--- config.mk ---
export PLATFORM = sky130hd
export DESIGN_NAME = train_step_sequencer
export DESIGN_NICKNAME = d
export VERILOG_FILES = /design/src/rtl/train_step_sequencer.sv
export SDC_FILE = /design/constraint.sdc
export NUM_CORES = 1
export LEC_CHECK = 0
export ABC_AREA = 1
export CORE_ASPECT_RATIO = 1.25
export CORE_MARGIN = 3
export CORE_UTILIZATION = 39
export DETAILED_ROUTE_END_ITERATION = 10
export SLEW_MARGIN = 10
export SYNTH_ARGS = -nofsm -noshare
export SYNTH_HDL_FRONTEND = slang
export SYNTH_SLANG_ARGS = --single-unit
--- constraint.sdc ---
create_clock -name CLK -period 1.88 [get_ports CLK]
set_input_delay 0.188 -clock CLK [delete_from_list [all_inputs] [get_ports CLK]]
set_output_delay 0.188 -clock CLK [all_outputs]
set_load 0.02 [all_outputs]
--- src/rtl/train_step_sequencer.sv ---
`default_nettype none
// ============================================================================
// Module      : train_step_sequencer
// Description : Route step sequencer for a 16-step train route. Drives the
//               step index (Selector) to the track-condition synchronizer and
//               advances when the returned condition Y has been high for
//               CONFIRM_CYCLES consecutive RUN cycles. Steps 2..5 are station
//               dwell steps. In these steps the motor is off and TIMER rises
//               after DWELL_CYCLES RUN cycles.
// Revision    : 1.0 - initial release
// ----------------------------------------------------------------------------
// Ports
//   CLK        in   system clock, rising edge
//   RST_N      in   synchronous active-low reset
//   Enable     in   operator run request (level)
//   Stop       in   emergency stop
//   Y          in   advance condition for the current Selector
//   Selector   out  [3:0] current step index (registered)
//   TIMER      out  dwell elapsed (registered level)
//   Motor_En   out  motor drive enable
//   Dir        out  0 = forward (steps 0-7), 1 = reverse (steps 8-15)
//   Step_Done  out  one-cycle pulse per step advance
//   Running    out  high in RUN
//   Fault      out  watchdog fault flag
// Build option
//   WATCHDOG_EN : adds a per-step age counter and a latched FAULT state.
//                 When the macro is undefined, Fault is tied low.
// ============================================================================
module train_step_sequencer #(
    parameter int DWELL_CYCLES   = 50000000,
    parameter int CONFIRM_CYCLES = 4,
    parameter int WDOG_CYCLES    = 268435456
) (
    input  logic       CLK,
    input  logic       RST_N,
    input  logic       Enable,
    input  logic       Stop,
    input  logic       Y,
    output logic [3:0] Selector,
    output logic       TIMER,
    output logic       Motor_En,
    output logic       Dir,
    output logic       Step_Done,
    output logic       Running,
    output logic       Fault
);

    localparam int c_CONF_W  = $clog2(CONFIRM_CYCLES + 1);
    localparam int c_DWELL_W = $clog2(DWELL_CYCLES + 1);
    localparam logic [c_CONF_W-1:0]  c_CONF_LAST  = c_CONF_W'(CONFIRM_CYCLES - 1);
    localparam logic [c_DWELL_W-1:0] c_DWELL_LAST = c_DWELL_W'(DWELL_CYCLES - 1);

    localparam logic [1:0] c_S_IDLE  = 2'd0;
    localparam logic [1:0] c_S_RUN   = 2'd1;
    localparam logic [1:0] c_S_HALT  = 2'd2;
`ifdef WATCHDOG_EN
    localparam logic [1:0] c_S_FAULT = 2'd3;
`endif

    logic [1:0]           r_state;
    logic [1:0]           w_nextState;
    logic [3:0]           r_selector;
    logic                 r_timer;
    logic                 r_stepDone;
    logic [c_CONF_W-1:0]  r_confirmCnt;
    logic [c_DWELL_W-1:0] r_dwellCnt;

    logic w_inRun;
    logic w_runNormal;
    logic w_dwellStep;
    logic w_advance;
    logic w_stopAct;

    assign w_inRun     = (r_state == c_S_RUN);
    // Normal RUN cycle: no stop and no enable drop on this edge.
    assign w_runNormal = w_inRun && !Stop && Enable;
    assign w_dwellStep = (r_selector >= 4'd2) && (r_selector <= 4'd5);
    assign w_advance   = w_runNormal && Y && (r_confirmCnt == c_CONF_LAST);

`ifdef WATCHDOG_EN
    localparam int c_WDOG_W = $clog2(WDOG_CYCLES + 1);
    localparam logic [c_WDOG_W-1:0] c_WDOG_LAST = c_WDOG_W'(WDOG_CYCLES - 1);

    logic [c_WDOG_W-1:0] r_wdogCnt;
    logic                w_wdogExpire;

    // An advance on the expiry edge takes precedence and restarts the age.
    assign w_wdogExpire = w_runNormal && !w_advance && (r_wdogCnt == c_WDOG_LAST);
    // FAULT ignores Stop; only reset leaves it.
    assign w_stopAct    = Stop && (r_state != c_S_FAULT);

    always_ff @(posedge CLK) begin
        if (!RST_N) begin
            r_wdogCnt <= '0;
        end else if (w_runNormal && !w_advance) begin
            r_wdogCnt <= r_wdogCnt + c_WDOG_W'(1);
        end else begin
            r_wdogCnt <= '0;
        end
    end
`else
    logic w_unusedWdog;
    assign w_unusedWdog = (WDOG_CYCLES > 0);
    assign w_stopAct    = Stop;
`endif

    // ---------------------------------------------------------------- state
    always_ff @(posedge CLK) begin
        if (!RST_N) begin
            r_state <= c_S_IDLE;
        end else begin
            r_state <= w_nextState;
        end
    end

    // ------------------------------------------------------------ next state
    always_comb begin
        w_nextState = r_state;
        case (r_state)
            c_S_IDLE: begin
                if (Stop) begin
                    w_nextState = c_S_HALT;
                end else if (Enable) begin
                    w_nextState = c_S_RUN;
                end
            end
            c_S_RUN: begin
                if (Stop) begin
                    w_nextState = c_S_HALT;
                end else if (!Enable) begin
                    w_nextState = c_S_IDLE;
                end
`ifdef WATCHDOG_EN
                else if (w_wdogExpire) begin
                    w_nextState = c_S_FAULT;
                end
`endif
            end
            c_S_HALT: begin
                if (!Stop) begin
                    w_nextState = c_S_IDLE;
                end
            end
`ifdef WATCHDOG_EN
            c_S_FAULT: begin
                w_nextState = c_S_FAULT;
            end
`endif
            default: begin
                w_nextState = c_S_IDLE;
            end
        endcase
    end

    // ---------------------------------------------------------------- outputs
    always_comb begin
        Running  = w_inRun;
        Motor_En = w_inRun && !w_dwellStep;
`ifdef WATCHDOG_EN
        Fault    = (r_state == c_S_FAULT);
`else
        Fault    = 1'b0;
`endif
    end

    assign Selector  = r_selector;
    assign Dir       = r_selector[3];
    assign TIMER     = r_timer;
    assign Step_Done = r_stepDone;

    // ------------------------------------------------- step / dwell datapath
    always_ff @(posedge CLK) begin
        if (!RST_N) begin
            r_selector   <= 4'd0;
            r_timer      <= 1'b0;
            r_stepDone   <= 1'b0;
            r_confirmCnt <= '0;
            r_dwellCnt   <= '0;
        end else begin
            r_stepDone <= w_advance;
            if (w_stopAct) begin
                // Going to HALT: a resumed dwell must restart from zero.
                r_confirmCnt <= '0;
                r_dwellCnt   <= '0;
                r_timer      <= 1'b0;
            end else if (w_runNormal) begin
                if (w_advance) begin
                    r_selector   <= r_selector + 4'd1;
                    r_confirmCnt <= '0;
                    r_dwellCnt   <= '0;
                    r_timer      <= 1'b0;
                end else begin
                    r_confirmCnt <= Y ? (r_confirmCnt + c_CONF_W'(1)) : '0;
                    if (w_dwellStep && !r_timer) begin
                        if (r_dwellCnt == c_DWELL_LAST) begin
                            r_timer <= 1'b1;
                        end else begin
                            r_dwellCnt <= r_dwellCnt + c_DWELL_W'(1);
                        end
                    end
                end
            end else begin
                // IDLE, HALT, FAULT, or leaving RUN on Enable low: Y is ignored.
                // Selector and the dwell progress are kept.
                r_confirmCnt <= '0;
            end
        end
    end

endmodule
`default_nettype wire
# Word level (Yosys, flattened, before mapping)
# Index checks and enable logic that the tools add are counted.
[classes] magnitude_cmp=2 muxes=12 n_bitwise=4 add_sub_neg=3 reduce_logical=19 n_eq_ne=8
[op_table] cell="2-to-1 mux 26 bit" count=3
[op_table] cell="adder 26 x 1 -> 26 bit (second input constant)" count=1
[op_table] cell="equality test 26 bit (second input constant)" count=1
[op_table] cell="AND reduction 3 bit" count=4
[op_table] cell="2-to-1 mux 2 bit" count=5
[op_table] cell="logical AND 1 bit" count=7
[op_table] cell="!= test 3 bit (second input constant)" count=2
[op_table] cell="case mux 2 bit (3 select lines)" count=1
[op_table] cell="OR reduction 5 bit" count=1
[op_table] cell="adder 4 x 1 -> 4 bit (second input constant)" count=1
[op_table] cell="greater-or-equal comparator 4 x 2 -> 1 bit (second input constant)" count=1
[op_table] cell="less-or-equal comparator 4 x 3 -> 1 bit (second input constant)" count=1
[op_table] cell="!= test 2 bit (second input constant)" count=2
[op_table] cell="NOT 1 bit" count=4
[op_table] cell="nonzero test 2 bit" count=2
[op_table] cell="adder 3 x 1 -> 3 bit (second input constant)" count=1
[op_table] cell="equality test 3 x 2 -> 1 bit (second input constant)" count=1
[op_table] cell="zero test 1 bit" count=3
[op_table] cell="2-to-1 mux 1 bit" count=3
[op_table] cell="equality test 2 x 1 -> 1 bit (second input constant)" count=1
[op_table] cell="equality test 2 bit (second input constant)" count=1
[op_table] cell="zero test 2 bit" count=1
[op_table] cell="OR reduction 2 bit" count=1
[totals] wordCells=54 inputBits=5 ff_bits=37 out_inout_bits=10

# Longest topological paths before layout
# Gate-level depths: netlist (run 1).
[logic_depth] ltp_word=7 mapped_depth=14 ltp_nobuf=13

# Worst setup path after synthesis (run 1)
# No wires, ideal clock.
[synth_timing] path_type="reg-to-reg" start="register r_selector[0] (netlist: Selector[0])" end="register r_dwellCnt[11]" required_ns=1.748 setup_ns=0.132 path_buffers=1 synth_period_minus_slack_ns=1.741 arrival_time_ns=1.609 path_slack_ns=0.139 path_stages_with_launch=12 cell_sequence="dfxtp_1 -> inv_1 -> ha_1 -> nor3_1 -> nor2_1 -> nand2_1 -> nand2_4 -> nand2_8 -> nand2_8 -> buf_8 -> nand2_1 -> a21oi_1"
[synth_via] elab_chain_len=5 elab_cells_between_ends=6 cone_classes="order compare: 2; reduce/logical: 4"
[synth_rtl] item="from (decl)" line="62" text="logic [3:0] r_selector;"
[synth_rtl] item="from (signal assigned)" line="188" text="r_selector <= r_selector + 4'd1;"
[synth_rtl] item="greater-or-equal comparator 4 x 2 -> 1 bit / less-or-equal comparator 4 x 3 -> 1 bit (equally long branches)" line="77" text="assign w_dwellStep = (r_selector >= 4'd2) && (r_selector <= 4'd5);"
[synth_rtl] item="logical AND 1 bit (*)" line="77"
[synth_rtl] item="logical AND 1 bit (*)" line="194" text="if (w_dwellStep && !r_timer) begin"
[synth_rtl] item="nonzero test 2 bit (no line) (*)"
[synth_rtl] item="AND reduction 3 bit (no line) (*)"
[synth_rtl] item="to (signal assigned)" line="198" text="r_dwellCnt <= r_dwellCnt + c_DWELL_W'(1);"
[synth_rtl] item="to (decl)" line="66" text="logic [c_DWELL_W-1:0] r_dwellCnt;"
# Mark *: on every way between the ends. The rest lies on a longest branch, timed or not.
# A chain may end at the register's enable or synchronous reset.

# Final worst setup path (run 1)
[layout_timing] start="register r_dwellCnt[1]" end="register r_dwellCnt[18]"
[layout_via] elab_chain_len=4 elab_cells_between_ends=7 cone_classes="add/sub: 1; eq/ne: 2; mux: 3; reduce/logical: 1"
[layout_rtl] item="adder 26 x 1 -> 26 bit" line="198"
[layout_rtl] item="2-to-1 mux 26 bit" line="195" text="if (r_dwellCnt == c_DWELL_LAST) begin"
[layout_rtl] item="2-to-1 mux 26 bit" line="194"
[layout_rtl] item="2-to-1 mux 26 bit" line="187" text="if (w_advance) begin"
# Parallel ways exist; a longest one is shown, timed or not. The select of a mux whose other input is x is not followed.

==> results of run 1 <==
-- per-stage QoR --
step | std cells | total power, W | util (%) | cell area [µm²]
CTS | 528 | 0.001418 | 46.36 | 2914
floorplan | 420 | 0.0008292 | - | 2570
finish | 529 | 0.001392 | 46.52 | 2924
detailed placement | 520 | 0.0008497 | 45.06 | 2833
global placement | 520 | 0.0008497 | 45.06 | 2833
global route | 529 | 0.001443 | 46.52 | 2924
-- logic make-up (layout without fill, tap and decap cells) --
kind of cell	Yosys count	after routing
xor gates and xnor gates	4	4
and+or+nand+nor	269	270
other	1	1
buffers and inverters	70	93
adders and majority gates	7	7
AOI/OAI and AO/OA	32	32
DFF	37	37
-- Yosys cell counts (all sizes together) --
library cell	instances
xor2	4
clkinv	1
nand2	123
nand3	56
nand4	10
ha	7
a21oi	23
dfxtp	37
clkbuf	2
conb	1
nor3b	1
o21ai	6
o21bai	3
nor3	4
buf	12
nor2	74
nand3b	1
inv	55
-- final timing paths --
kind | end | slack, ps | from
max reg2reg | r_dwellCnt[18] | 210 | r_dwellCnt[1]
min reg2reg | r_confirmCnt[0] | 430 | r_confirmCnt[0]
min | r_confirmCnt[0] | 430 | r_confirmCnt[0]
max | r_dwellCnt[18] | 210 | r_dwellCnt[1]
-- flip-flops by register name (all words and copies together) (netlist names) --
signal and flops:
Selector 4, Step_Done 1, TIMER 1, r_confirmCnt 3, r_dwellCnt 26, r_state 2
-- per-layer routing --
metal  wire length [µm]  part of all wire (%)  vias up
met5                  0                     0        -
met1               2864                    44     1158
met4                126                   1.9        0
met3                155                   2.4        9
met2               3407                    52       34
li1                   -                     -     1363
-- worst max-delay path, cell delays in order, from the launching register on --
cell	delay, ps
dfxtp_1	370
ha_1	200
nand2_1	90
inv_1	100
nand3_2	80
nor2_4	150
nand2_4	100
buf_4	190
a21oi_1	170
nor2_1	60
nor2_1	90
-- what timing repair did --
action	4_1_cts	5_1_grt
pin swaps	0	1
setup endpoints to repair	1	3
hold buffers	0	0
gates cloned	0	1
buffers inserted	0	0
resized for setup	1	3
-- report_power, final --
part           switching [W]  total [W]  internal [W]  leakage [nW]
registers         0.00000192   0.000787      0.000785         0.298
clock network       0.000305   0.000563      0.000258        0.0450
logic              0.0000268  0.0000430     0.0000162         0.904
-- cell usage in the layout (no fill, tap or decap), drive strengths merged --
| cell | count |
|---|---|
| buf | 16 |
| clkbuf | 7 |
| o21bai | 3 |
| dfxtp | 37 |
| nand4 | 10 |
| nand2 | 124 |
| nor3 | 4 |
| nand3b | 1 |
| nor2 | 74 |
| inv | 55 |
| nor3b | 1 |
| nand3 | 56 |
| clkdlybuf4s50 | 12 |
| ha | 7 |
| xor2 | 4 |
| o21ai | 6 |
| clkinv | 3 |
| a21oi | 23 |
| conb | 1 |
-- area by class of cell --
| type | instances | area, µm² |
|---|---|---|
| clock buffer | 6 | 72.57 |
| clock inverter | 2 | 10.01 |
| fill | 678 | 3362 |
| inverter | 56 | 210.2 |
| multi-input combinational | 314 | 1539 |
| sequential | 37 | 740.7 |
| tap | 85 | 106.4 |
| timing repair buffer | 29 | 245.2 |
==> impl_table.tex, run 1 <==
\begin{tabular}{lr}
\hline
Metric & Value \\
\hline
\multicolumn{2}{l}{\textbf{Worst setup path}} \\
\quad Worst Path Required & 2120 ps \\
\quad WS Path Type & reg -> reg \\
\quad Worst reg-to-reg path cell count & 10 \\
\quad Kind of launch point of the worst setup path & flop \\
\quad Worst Path Arrival & 1910 ps \\
\quad Maximum fanout encountered on the critical timing path & 11 \\
\quad Type of element capturing the critical path & flop \\
\multicolumn{2}{l}{\textbf{Floorplanning}} \\
\quad Horizontal die dimension & 78.61 µm \\
\quad Initial core utilization & 40.88\% \\
\quad Core region area & 6286 µm² \\
\quad Site Rows & 32 \\
\quad I/O pin count & 15 \\
\quad Die height & 96.76 µm \\
\quad Die ar. & 7606 µm² \\
\multicolumn{2}{l}{\textbf{Global route}} \\
\quad Met1 Use GR & 21.44\% \\
\quad Highest-utilization routing layer at the global route stage & met2 \\
\quad Number of antenna violations at the first check in global routing & 0 \\
\quad Largest net degree at the start of global routing & 28 \\
\quad Via count of the first global-routing pass & 2,498 \\
\quad Overall track demand over capacity in global routing & 18.12\% \\
\quad Sum of overflow across all layers after global routing & 0 \\
\quad GR Util met2 & 32.57\% \\
\quad GR Util met3 & 2.793\% \\
\quad Global-route wire length before repair & 11,190 µm \\
\multicolumn{2}{l}{\textbf{Clock tree}} \\
\quad Clock sinks & 37 \\
\quad Number of buffers created by CTS & 5 \\
\quad Clock Latency Late Sink & 290 ps \\
\quad TritonCTS clock tree & yes \\
\quad Maximum buffer depth of the clock tree & 2 \\
\quad Cell at the root of the clock tree & clkbuf\_8 \\
\quad Clock slew at reported path FFs & 80 ps \\
\quad H-tree levels & 2 \\
\multicolumn{2}{l}{\textbf{STA}} \\
\quad Summed negative setup slack over all endpoints & 0 ps \\
\quad Period Utilization, post-route & 88.93\% \\
\quad Final Skew & 4.315 ps \\
\quad Min Tclk post-route & 1672 ps \\
\quad Final Max Tran Viols & 0 \\
\quad Maximum operating frequency & 598.1 MHz \\
\quad Hold\_ws & 426.5 ps \\
\quad Number of hold violations in the final report & 0 \\
\quad Setup repair after global routing missed its margin & no \\
\quad Worst setup slack after layout & 208.1 ps \\
\quad Number of setup violations in the final report & 0 \\
\multicolumn{2}{l}{\textbf{Logic synthesis}} \\
\quad Simple-gate area share of the yosys netlist & 47.76\% \\
\quad Synthesized area per cell & 6.119 µm² \\
\quad Synthesis warning total & 0 \\
\quad XOR/XNOR share of the synthesized area & 1.363\% \\
\quad Gate count of the mapped netlist & 420 \\
\quad Synth Area in Adders & 3.408\% \\
\quad Top area cells in the synthesized netlist & dfxtp\_1, nand2\_1, nand3\_1 \\
\quad Library cells used by synthesis & 31 \\
\quad Share of the yosys chip area belonging to registers & 28.82\% \\
\quad Largest area contributor in the synthesized netlist & dfxtp\_1 \\
\quad Compound-cell area share of the yosys netlist & 6.670\% \\
\quad Main combinational cell family by area after synthesis & simple AND/OR/NAND/NOR gates \\
\quad Share of cell area taken by muxes after synthesis & 0\% \\
\quad Syn Nets & 432 \\
\quad Yosys top cell area share & 28.82\% \\
\quad Post-synthesis sequential element count & 37 \\
\quad Total standard cell area after synthesis & 2570 µm² \\
\multicolumn{2}{l}{\textbf{Detailed routing}} \\
\quad Drt total wl & 6553 µm \\
\quad Drt pass-1 iters & 4 \\
\quad Via count & 2,564 \\
\quad Average routed wire per standard cell & 12.39 µm \\
\quad DRC & 0 \\
\quad Mean number of vias per cell & 4.847 \\
\quad Remaining antenna violation count & 0 \\
\quad Starting DRT DRC Count & 143 \\
\multicolumn{2}{l}{\textbf{Final layout}} \\
\quad \# diodes & 0 \\
\quad Area grow syn2layout & 13.78\% \\
\quad Share of post-route cells with drive strength above 1 & 11.26\% \\
\quad Layout net count & 455 \\
\multicolumn{2}{l}{\textbf{Status}} \\
\quad Outcome & finished, final reports clean \\
\multicolumn{2}{l}{\textbf{Placed design}} \\
\quad Placed wire-length estimate after detailed placement & 4906 µm \\
\quad Worst-case setup slack after placement & 72.91 ps \\
\quad Port Buffers & 13 \\
\quad Final Wtd Congestion & 0.8752 \\
\multicolumn{2}{l}{\textbf{Worst hold path}} \\
\quad Worst hold stages & 1 \\
\quad Class of the worst hold path & reg -> reg \\
\multicolumn{2}{l}{\textbf{Pwr}} \\
\quad Power density over the cells & 476.1 nW/µm² \\
\quad Largest voltage drop on the vdd net & 0.3249 mV \\
\quad Static power due to leakage & 1.248 nW \\
\multicolumn{2}{l}{\textbf{Flow run}} \\
\quad Max\_cap viols & 0 \\
\hline
\end{tabular}
(Power assumes the default switching activity.)
==> inputs of run 2 (changes only) <==
Settings changed: DONT_BUFFER_PORTS set to 1.
==> impl_table.tex, run 2 (synthesized netlist as in run 1, its figures left out) <==
\begin{tabular}{lr}
\hline
Metric & Value \\
\hline
\multicolumn{2}{l}{\textbf{Status}} \\
\quad Outcome & finished, final reports clean \\
\multicolumn{2}{l}{\textbf{Pwr}} \\
\quad Clock share of power & 41.5\% (+1.1 points) \\
\quad Largest voltage drop on the vdd net & 0.3411 mV (+5.0\%) \\
\quad Static power due to leakage & 1.204 nW (-3.5\%) \\
\quad Net switching component of the power & 0.0003118 W (-6.6\%) \\
\quad Power density over the cells & 494.9 nW/µm² (+3.9\%) \\
\quad Net switching fraction of the power & 22.36\% (-1.6 points) \\
\quad Pint & 0.001083 W (+2.3\%) \\
\quad Sequential share of power & 56.4\% (about the same) \\
\quad Part of the power in combinational logic & 2.1\% (-1.0 points) \\
\multicolumn{2}{l}{\textbf{Clock tree}} \\
\quad Clock sinks & 37 (unchanged) \\
\quad Number of buffers created by CTS & 5 (unchanged) \\
\quad H-tree levels & 2 (unchanged) \\
\quad Clock slew at reported path FFs & 80 ps (about the same) \\
\quad TritonCTS clock tree & yes \\
\quad Clock Latency Late Sink & 300 ps (about the same) \\
\quad Cell at the root of the clock tree & clkbuf\_8 \\
\quad Maximum buffer depth of the clock tree & 2 (unchanged) \\
\multicolumn{2}{l}{\textbf{Detailed routing}} \\
\quad Drt total wl & 6626 µm (+1.1\%) \\
\quad Average routed wire per standard cell & 12.84 µm (+3.7\%) \\
\quad Starting DRT DRC Count & 126 (-12\%) \\
\quad Drt pass-1 iters & 4 (unchanged) \\
\quad Mean number of vias per cell & 4.975 (+2.6\%) \\
\quad Remaining antenna violation count & 0 (unchanged) \\
\quad Via count & 2,567 (+0.12\%) \\
\quad DRC & 0 (unchanged) \\
\multicolumn{2}{l}{\textbf{Worst setup path}} \\
\quad WS Path Type & reg -> reg \\
\quad FF-to-FF Start & r\_dwellCnt[0] \\
\quad Slack of the worst reg-to-reg path & 140 ps (-70 ps) \\
\quad Kind of launch point of the worst setup path & flop \\
\quad Endpoint of the worst register-to-register path & r\_dwellCnt[23] \\
\quad Cell-by-cell listing of the critical path & ha\_1 -> nand2\_1 -> inv\_1 -> nand3\_2 -> nor2\_4 -> nand2\_4 -> nand2\_8 -> nand2\_8 -> nand2\_1 -> inv\_1 -> nor2\_1 \\
\quad Slowest cell on the critical path & dfxtp\_1 \\
\quad Worst Path Arrival & 1980 ps (+70 ps) \\
\quad CP delay by family, top & simple AND/OR/NAND/NOR gates \\
\quad Combined buffer and inverter count along the critical path & 2 (unchanged) \\
\quad Highest cell delay on the worst timing path & 410 ps (+40 ps) \\
\quad Maximum fanout encountered on the critical timing path & 15 (+4) \\
\quad Worst reg-to-reg path cell count & 11 (+1) \\
\quad Type of element capturing the critical path & flop \\
\quad Worst Path Required & 2120 ps (about the same) \\
\quad Worst setup path startpoint & r\_dwellCnt[0] \\
\multicolumn{2}{l}{\textbf{Placed design}} \\
\quad Final Wtd Congestion & 0.9076 (+3.7\%) \\
\quad Port Buffers & 0 (-13) \\
\quad Worst-case setup slack after placement & 88.99 ps (+16.09 ps) \\
\quad Placement Cell Area & 2695 µm² (-4.9\%) \\
\quad Placed wire-length estimate after detailed placement & 4856 µm (-1.0\%) \\
\quad Cells after DPL & 506 (-2.7\%) \\
\multicolumn{2}{l}{\textbf{Global route}} \\
\quad Overall track demand over capacity in global routing & 17.68\% (-0.44 points) \\
\quad Via count of the first global-routing pass & 2,404 (-3.8\%) \\
\quad Largest net degree at the start of global routing & 28 (unchanged) \\
\quad Global-route wire length before repair & 10,880 µm (-2.8\%) \\
\quad Number of antenna violations at the first check in global routing & 0 (unchanged) \\
\quad Sum of overflow across all layers after global routing & 0 (unchanged) \\
\multicolumn{2}{l}{\textbf{Floorplanning}} \\
\quad Site Rows & 32 (unchanged) \\
\quad Die ar. & 7606 µm² (unchanged) \\
\quad Die height & 96.76 µm (unchanged) \\
\quad Core region area & 6286 µm² (unchanged) \\
\quad I/O pin count & 15 (unchanged) \\
\quad Initial core utilization & 40.88\% (unchanged) \\
\quad Horizontal die dimension & 78.61 µm (unchanged) \\
\multicolumn{2}{l}{\textbf{STA}} \\
\quad Actual transition at the worst max-transition pin & 558.6 ps \\
\quad Maximum operating frequency & 574.7 MHz (-3.9\%) \\
\quad Final Skew & 9.646 ps (+5.332 ps) \\
\quad Worst setup slack after layout & 139.9 ps (-68.24 ps) \\
\quad Number of hold violations in the final report & 0 (unchanged) \\
\quad Min Tclk post-route & 1740 ps (+68.24 ps) \\
\quad Final Max Tran Viols & 0 (unchanged) \\
\quad Setup repair after global routing missed its margin & no \\
\quad Hold\_ws & 18.90 ps (-407.6 ps) \\
\quad Number of setup violations in the final report & 0 (unchanged) \\
\quad Summed negative setup slack over all endpoints & 0 ps (unchanged) \\
\quad Slew HR & 62.72\% \\
\quad Period Utilization, post-route & 92.56\% (+3.6 points) \\
\multicolumn{2}{l}{\textbf{Final layout}} \\
\quad Final standard cell count with taps included and fillers excluded & 516 (-2.5\%) \\
\quad Most common cell after layout, fill and taps aside & nand2\_1 \\
\quad Flip-flop count of the largest register, all copies and words added & 26 (unchanged) \\
\quad Area grow syn2layout & 9.640\% \\
\quad Post-route cell area & 2818 µm² (-3.6\%) \\
\quad Share of post-route cells with drive strength above 1 & 11.37\% (+0.11 points) \\
\quad Commonest non-fill, non-tap cells in the layout & nand2\_1, nor2\_1, nand3\_1, inv\_1, dfxtp\_1 \\
\quad \# diodes & 0 (unchanged) \\
\quad Number of filler cells placed in the layout & 682 (+0.59\%) \\
\quad Top register by number of flip-flops & r\_dwellCnt \\
\quad Layout net count & 443 (-2.6\%) \\
\multicolumn{2}{l}{\textbf{Worst hold path}} \\
\quad Endpoint, Worst Hold & r\_state[1] \\
\quad Class of the worst hold path & in -> reg \\
\quad Worst hold stages & 2 (+1) \\
\quad Start point of the worst hold path & Stop \\
\multicolumn{2}{l}{\textbf{Flow run}} \\
\quad Max\_cap viols & 0 (unchanged) \\
\hline
\end{tabular}
## run 2: worst max-delay path by stage
stage | endpoint | slack [ps] | cells past startpoint
4_1_cts | r_dwellCnt[23] | 80 | 11
3_3_place_gp | r_dwellCnt[11] | 190 | 10
2_1_floorplan | r_dwellCnt[11] | 140 | 11
6_report | r_dwellCnt[23] | 140 | 11
3_5_place_dp | r_dwellCnt[15] | 90 | 10
5_1_grt | r_dwellCnt[15] | 2 | 10
## run 2: layout make-up
| cell class | instances | area (µm²) | area share, % |
|---|---|---|---|
| inverter | 56 | 210.2 | 7.460 |
| timing repair buffer | 16 | 120.1 | 4.263 |
| tap | 85 | 106.4 | 3.774 |
| sequential | 37 | 742.0 | 26.33 |
| clock buffer | 7 | 86.33 | 3.064 |
| multi-input combinational | 315 | 1553 | 55.11 |
## run 2: worst reg2reg max path: cells and delay by family (launching register included)
kind	cells	cell delay [ps]
flip-flops	1	410
buffers and inverters	2	130
AND/OR/NAND/NOR	8	910
adder cells (fa/ha/maj)	1	230
## run 2: power groups by stage
| stage | sequential [W] | combinational [W] | clock, W |
|---|---|---|---|
| after floorplan | 0.000805 | 0.0000240 | 0 |
| after global placement | 0.000805 | 0.0000294 | 0 |
| after detailed placement | 0.000805 | 0.0000294 | 0 |
| after CTS | 0.000787 | 0.0000295 | 0.000599 |
| after global routing | 0.000787 | 0.0000328 | 0.000619 |
| final | 0.000787 | 0.0000289 | 0.000578 |
## run 2: timing repair
| action | in CTS | in global routing |
|---|---|---|
| setup buffers | 0 | 1 |
| setup endpoints to repair | 0 | 15 |
| resized for setup | 0 | 2 |
| hold buffers | 0 | 0 |
## run 2: routing by layer
metal	vias to the layer above	share of wire, %	global-route usage [%]
li1	1342	-	-
met1	1153	41	21.16
met2	65	51	32.24
met3	7	6.1	2.421
met4	0	1.1	4.980
met5	-	0	0
## run 2: through the flow
step	utilization (%)	power [W]
after floorplan	-	0.0008292
after global placement	42.87	0.0008348
after detailed placement	42.87	0.0008349
after CTS	44.25	0.001415
after global routing	44.82	0.001439
final	44.82	0.001394
==> inputs of run 3 (changes only) <==
Settings changed: CORE_UTILIZATION 39 to 55, PLACE_DENSITY set to 0.7.
==> impl_table.tex, run 3 (synthesized netlist as in run 1, its figures left out) <==
\begin{tabular}{lr}
\hline
Metric & Value \\
\hline
\multicolumn{2}{l}{\textbf{Pwr}} \\
\quad Largest voltage drop on the vdd net & 0.5484 mV (+61\%) \\
\quad Sequential share of power & 47.9\% (-8.5 points) \\
\quad Final total power & 0.001643 W (+18\%) \\
\quad Static power due to leakage & 1.213 nW (+0.76\%) \\
\quad Pint & 0.001318 W (+22\%) \\
\quad Power density over the cells & 584.8 nW/µm² (+18\%) \\
\quad Net switching fraction of the power & 19.75\% (-2.6 points) \\
\quad Part of the power in combinational logic & 1.8\% (-0.3 points) \\
\quad Net switching component of the power & 0.0003244 W (+4.0\%) \\
\quad Clock share of power & 50.4\% (+8.9 points) \\
\multicolumn{2}{l}{\textbf{Detailed routing}} \\
\quad DRC & 0 (unchanged) \\
\quad Met3 layer wire length in the routed design & 312 µm (-23\%) \\
\quad Top routing layer used & met4 \\
\quad Met2 wire len & 3398 µm (-0.15\%) \\
\quad Drt total wl & 6437 µm (-2.9\%) \\
\quad Average routed wire per standard cell & 13.22 µm (+2.9\%) \\
\quad Mean number of vias per cell & 5.339 (+7.3\%) \\
\quad Via count & 2,600 (+1.3\%) \\
\quad Drt pass-1 iters & 4 (unchanged) \\
\quad Remaining antenna violation count & 0 (unchanged) \\
\quad Starting DRT DRC Count & 145 (+15\%) \\
\quad Met1 Routed Length & 2537 µm (-7.5\%) \\
\multicolumn{2}{l}{\textbf{Clock tree}} \\
\quad Clock slew at reported path FFs & 80 ps (about the same) \\
\quad Clock sinks & 37 (unchanged) \\
\quad Cell at the root of the clock tree & clkbuf\_8 \\
\quad H-tree levels & 2 (unchanged) \\
\quad Clock Latency Late Sink & 290 ps (about the same) \\
\quad Number of buffers created by CTS & 5 (unchanged) \\
\quad TritonCTS clock tree & yes \\
\quad Maximum buffer depth of the clock tree & 2 (unchanged) \\
\quad CTS Hold Bufs & 0 (unchanged) \\
\multicolumn{2}{l}{\textbf{Global route}} \\
\quad Global-route wire length before repair & 10,500 µm (-3.5\%) \\
\quad Sum of overflow across all layers after global routing & 0 (unchanged) \\
\quad Overall track demand over capacity in global routing & 24.83\% (+7.1 points) \\
\quad Via count of the first global-routing pass & 2,421 (+0.71\%) \\
\quad Largest net degree at the start of global routing & 28 (unchanged) \\
\quad Number of antenna violations at the first check in global routing & 0 (unchanged) \\
\multicolumn{2}{l}{\textbf{STA}} \\
\quad Summed negative setup slack over all endpoints & 0 ps (unchanged) \\
\quad Period Utilization, post-route & 92.30\% (-0.26 points) \\
\quad Number of setup violations in the final report & 0 (unchanged) \\
\quad Setup repair after global routing missed its margin & no \\
\quad Number of hold violations in the final report & 0 (unchanged) \\
\quad Final Skew & 5.753 ps (-3.893 ps) \\
\quad Min Tclk post-route & 1735 ps (-4.796 ps) \\
\quad Maximum operating frequency & 576.3 MHz (+0.28\%) \\
\quad Slew HR & 63.58\% (+0.85 points) \\
\quad Actual transition at the worst max-transition pin & 545.8 ps (-12.79 ps) \\
\quad Final Max Tran Viols & 0 (unchanged) \\
\multicolumn{2}{l}{\textbf{Final layout}} \\
\quad Layout net count & 440 (-0.68\%) \\
\quad Area grow syn2layout & 9.299\% \\
\quad Commonest non-fill, non-tap cells in the layout & nand2\_1, nor2\_1, nand3\_1, inv\_1, dfxtp\_1 \\
\quad Utilization of the core after routing & 62.99\% (+18 points) \\
\quad Most common cell after layout, fill and taps aside & nand2\_1 \\
\quad Flip-flop count of the largest register, all copies and words added & 26 (unchanged) \\
\quad \# diodes & 0 (unchanged) \\
\quad Share of post-route cells with drive strength above 1 & 11.89\% (+0.52 points) \\
\quad Post-route cell area & 2809 µm² (-0.31\%) \\
\quad Top register by number of flip-flops & r\_dwellCnt \\
\multicolumn{2}{l}{\textbf{Placed design}} \\
\quad Placement Cell Area & 2639 µm² (-2.1\%) \\
\quad Placed wire-length estimate after detailed placement & 4777 µm (-1.6\%) \\
\quad Final Wtd Congestion & 0.9872 (+8.8\%) \\
\quad Port Buffers & 0 (unchanged) \\
\multicolumn{2}{l}{\textbf{Worst hold path}} \\
\quad Class of the worst hold path & in -> reg \\
\multicolumn{2}{l}{\textbf{Floorplanning}} \\
\quad Die height & 82.43 µm (-15\%) \\
\quad Horizontal die dimension & 67.14 µm (-15\%) \\
\quad I/O pin count & 15 (unchanged) \\
\quad Site Rows & 27 (-16\%) \\
\quad Core region area & 4459 µm² (-29\%) \\
\quad Die ar. & 5534 µm² (-27\%) \\
\quad Initial core utilization & 57.63\% (+17 points) \\
\multicolumn{2}{l}{\textbf{Worst setup path}} \\
\quad Kind of launch point of the worst setup path & flop \\
\quad Maximum fanout encountered on the critical timing path & 13 (-2) \\
\quad WS Path Type & reg -> reg \\
\quad Worst Path Arrival & 1950 ps (-30 ps) \\
\quad Type of element capturing the critical path & flop \\
\quad Slack of the worst reg-to-reg path & 140 ps (about the same) \\
\quad Worst Path Required & 2100 ps (-20 ps) \\
\multicolumn{2}{l}{\textbf{Status}} \\
\quad Outcome & finished, final reports clean \\
\multicolumn{2}{l}{\textbf{Flow run}} \\
\quad Max\_cap viols & 0 (unchanged) \\
\hline
\end{tabular}
run 3: cell type report:
type,instances,area [µm²]
Clock inverter,3,65.06
Clock buffer,5,68.82
Sequential cell,37,743.2
Fill cell,446,1650
Multi-Input combinational cell,314,1544
Tap cell,58,72.57
Inverter,56,210.2
Timing Repair Buffer,14,105.1
run 3: metal layers:
layer  global-route usage (%)  vias to the layer above
li1                         -                     1332
met4                    12.37                        0
met5                        0                        -
met2                    45.23                       81
met3                    4.601                       20
met1                    27.09                     1167
run 3: what timing repair did:
action | in CTS | in global routing
resized for setup | 0 | 4
endpoints found under the setup margin | 0 | 16
setup buffers | 0 | 2
run 3: through the flow:
stage	hold WS [ps]	instances	setup slack [ps]
3_3_place_gp	318.1	476	141.4
5_1_grt	7.728	487	5.688
3_5_place_dp	322.8	476	84.63
4_1_cts	10.90	484	63.77
2_1_floorplan	304.1	420	138.6
6_report	9.937	487	144.7
run 3: final timing paths:
path                                   endpoint  depth (start not counted)             from
worst max-delay path             r_dwellCnt[13]                         10    r_dwellCnt[1]
worst min register to register  r_confirmCnt[0]                          1  r_confirmCnt[0]
worst min-delay path                 r_state[1]                          2             Stop
worst max register to register   r_dwellCnt[13]                         10    r_dwellCnt[1]
run 3: critical path: stages, from the launching register on:
cell and delay [ps]:
dfxtp_1 390, ha_1 200, nand2_1 80, inv_1 110, nand3_2 90, nor2_4 140, nand2_4 140, nand2_8 160
buf_4 130, nand3_1 60, a21oi_1 150
run 3: power by group through the flow:
stage / sequential, W / combinational (W) / clock [W]
2_1_floorplan: 0.000805 / 0.0000240 / 0
3_3_place_gp: 0.000805 / 0.0000287 / 0
3_5_place_dp: 0.000805 / 0.0000290 / 0
4_1_cts: 0.000787 / 0.0000293 / 0.000835
5_1_grt: 0.000787 / 0.0000326 / 0.000879
6_report: 0.000787 / 0.0000289 / 0.000827
==> patch (settings of run 1) <==
The parameter `DWELL_CYCLES` goes from 50000000 to 200000000.
--- a/src/rtl/train_step_sequencer.sv
+++ b/src/rtl/train_step_sequencer.sv
@@ -29,3 +29,3 @@
 module train_step_sequencer #(
-    parameter int DWELL_CYCLES   = 50000000,
+    parameter int DWELL_CYCLES   = 200000000,
     parameter int CONFIRM_CYCLES = 4,
Formal check against the unedited RTL: same outputs for any inputs over 10 cycles, from zero or initial values and one cycle with RST_N low; that may be too few to reach the edited logic, so the function may still have changed.
==> patch against run 1 <==
- worst setup slack got worse by 65 ps
- design area decreased by 1.6%
- sequential cell count increased by 2
- first-iteration DRC count increased by 9.1%
- routed wire length decreased by 7.6%
- critical endpoint is now r_dwellCnt[3]$_SDFFE_PP0P_
- non-clock buffer count increased by 2
- via count decreased by 6.6%
- synthesized cell count decreased by 5.7%
- power increased by 4.5%
- area after synthesis decreased by 3.3%
==> patch: results (changes against run 1) <==
M1 WL - 2.73 mm (was 2.86 mm)
leakage power - 1.14 nW (was 1.25 nW)
Avg Inst Size Synth - 6.27 sq um (was 6.12 sq um)
Post-synth ARST share - 0% (unchanged)
TritonRoute pass-1 iters - 4 (unchanged)
Final Slew Violations - 0 (unchanged)
met3 routed WL - 250 um (was 155 um)
Synth cell types - 31 (unchanged)
Final nets - 434 (was 455)
number of buffers added on ports - 13 (unchanged)
Clock Pin Slew Worst Setup and Hold Paths - 80 ps (about the same)
Setup Skew - 4.57 ps (was 4.31 ps)
status - finished clean (unchanged)
initial antenna violation count - 0 (unchanged)
# fillers - 654 (was 678)
GR Util All Layers - 17.9% (was 18.1%)
Crit Path Max Fanout - 10 (was 11)
top cells by count, synth - 111 x nand2_1, 60 x nor2_1, 52 x inv_1, 39 x dfxtp_1, 32 x nand3_1 (was 114 x nand2_1, 66 x nor2_1, 55 x nand3_1, 50 x inv_1, 37 x dfxtp_1)
Finished Layout Cells - 505 (was 529)
Hold Path Class - flop to flop (unchanged)
Post-DP HPWL - 4.57 mm (was 4.91 mm)
sequential share of the synthesized area - 31.4% (was 28.8%)
WL per Instance - 12.0 um (was 12.4 um)
Biggest register - r_dwellCnt (unchanged)
Top Layer Used - met4 (unchanged)
largest net degree at the start of global routing - 21 (was 28)
clock insertion delay at the later pin of the skew report - 290 ps (about the same)
met2 wire length - 2.98 mm (was 3.41 mm)
CP max-delay cell - dfxtp_1 (unchanged)
number of global-route vias before repair - 2318 (was 2498)
max FFs per register - 28 (was 26)
CTS root buffer - clkbuf_8 (unchanged)
Post-Syn Nets - 408 (was 432)
Iteration-0 DRC Markers - 156 (was 143)
Yosys warnings - 0 (unchanged)
Max-Cap Viols - 0 (unchanged)
Int Pwr - 1.11 mW (was 1.06 mW)
WP data arrival - 1930 ps (was 1910 ps)
Placed Cells - 497 (was 520)
DP Worst Slack - -146 ps (was 72.9 ps)
GPL Wtd Cong - 0.880 (was 0.875)
DRC violations left - 0 (unchanged)
first-pass GRT wire length - 10.6 mm (was 11.2 mm)
Via Count - 2394 (was 2564)
synth top area cells - dfxtp_1 31%, nand2_1 17%, nor2_1 9.1% (was dfxtp_1 29%, nand2_1 17%, nand3_1 11%)
DP Area - 2760 sq um (was 2830 sq um)
H-tree Lvls - 2 (unchanged)
worst vdd ir - 0.000385 V (was 0.000325 V)
layout cells sized above 1 - 13.0% (was 11.3%)
patch: kinds of logic after synthesis:
| family | after synthesis | synth area share, % |
|---|---|---|
| AOI/OAI and AO/OA | 33 | 7.20 |
| xor gates and xnor gates | 8 | 2.82 |
| adders and majority gates | 7 | 3.52 |
| buffers and inverters | 69 | 12.2 |
| DFF | 39 | 31.4 |
| other | 1 | 0.151 |
| and+or+nand+nor | 239 | 42.6 |
patch: cell type report:
type	instances	area [sq um]	area share [%]
Inverter	57	216	7.53
Tap cell	82	103	3.57
Multi-Input combinational cell	288	1420	49.5
Clock buffer	5	68.8	2.39
Sequential cell	39	782	27.2
Clock inverter	3	15.0	0.522
Timing Repair Buffer	31	268	9.31
patch: power by group through the flow:
stage	Combinational, mW	Clock (mW)	Sequential, mW
2_1_floorplan	0.0342	0	0.848
3_3_place_gp	0.0600	0	0.848
3_5_place_dp	0.0605	0	0.848
4_1_cts	0.0601	0.593	0.828
5_1_grt	0.0663	0.626	0.829
6_report	0.0599	0.567	0.828
patch: per-layer routing:
metal  global-route usage (%)  up-vias
met5                        0        -
met4                     4.90        0
met3                     2.84        9
met2                     33.5       35
met1                     21.0     1083
li1                         -     1267
patch: what timing repair did:
action                     4_1_cts  5_1_grt
setup buffers                    0        0
setup endpoints to repair        1       20
resized for setup                1       12
pin swaps                        0        1
cloned                           0        0
patch: worst reg2reg max path, stage by stage (launching register included):
cell     delay [ps]
dfxtp_1         370
ha_2            210
inv_2            50
nor2_4          140
nand2_2         130
nor2_4          140
nand3_4         120
nand2_8         120
buf_6           150
nor2_1           50
o21a_1          150
patch: path summary, 6_finish.rpt:
check	to	depth (start not counted)	from	slack [ps]
worst max-delay path	r_dwellCnt[3]$_SDFFE_PP0P_	10	r_dwellCnt[0]$_SDFFE_PP0P_	140
worst min register to register	r_confirmCnt[0]$_SDFF_PP0_	1	r_confirmCnt[0]$_SDFF_PP0_	430
worst min-delay path	r_confirmCnt[0]$_SDFF_PP0_	1	r_confirmCnt[0]$_SDFF_PP0_	430
worst max register to register	r_dwellCnt[3]$_SDFFE_PP0P_	10	r_dwellCnt[0]$_SDFFE_PP0P_	140
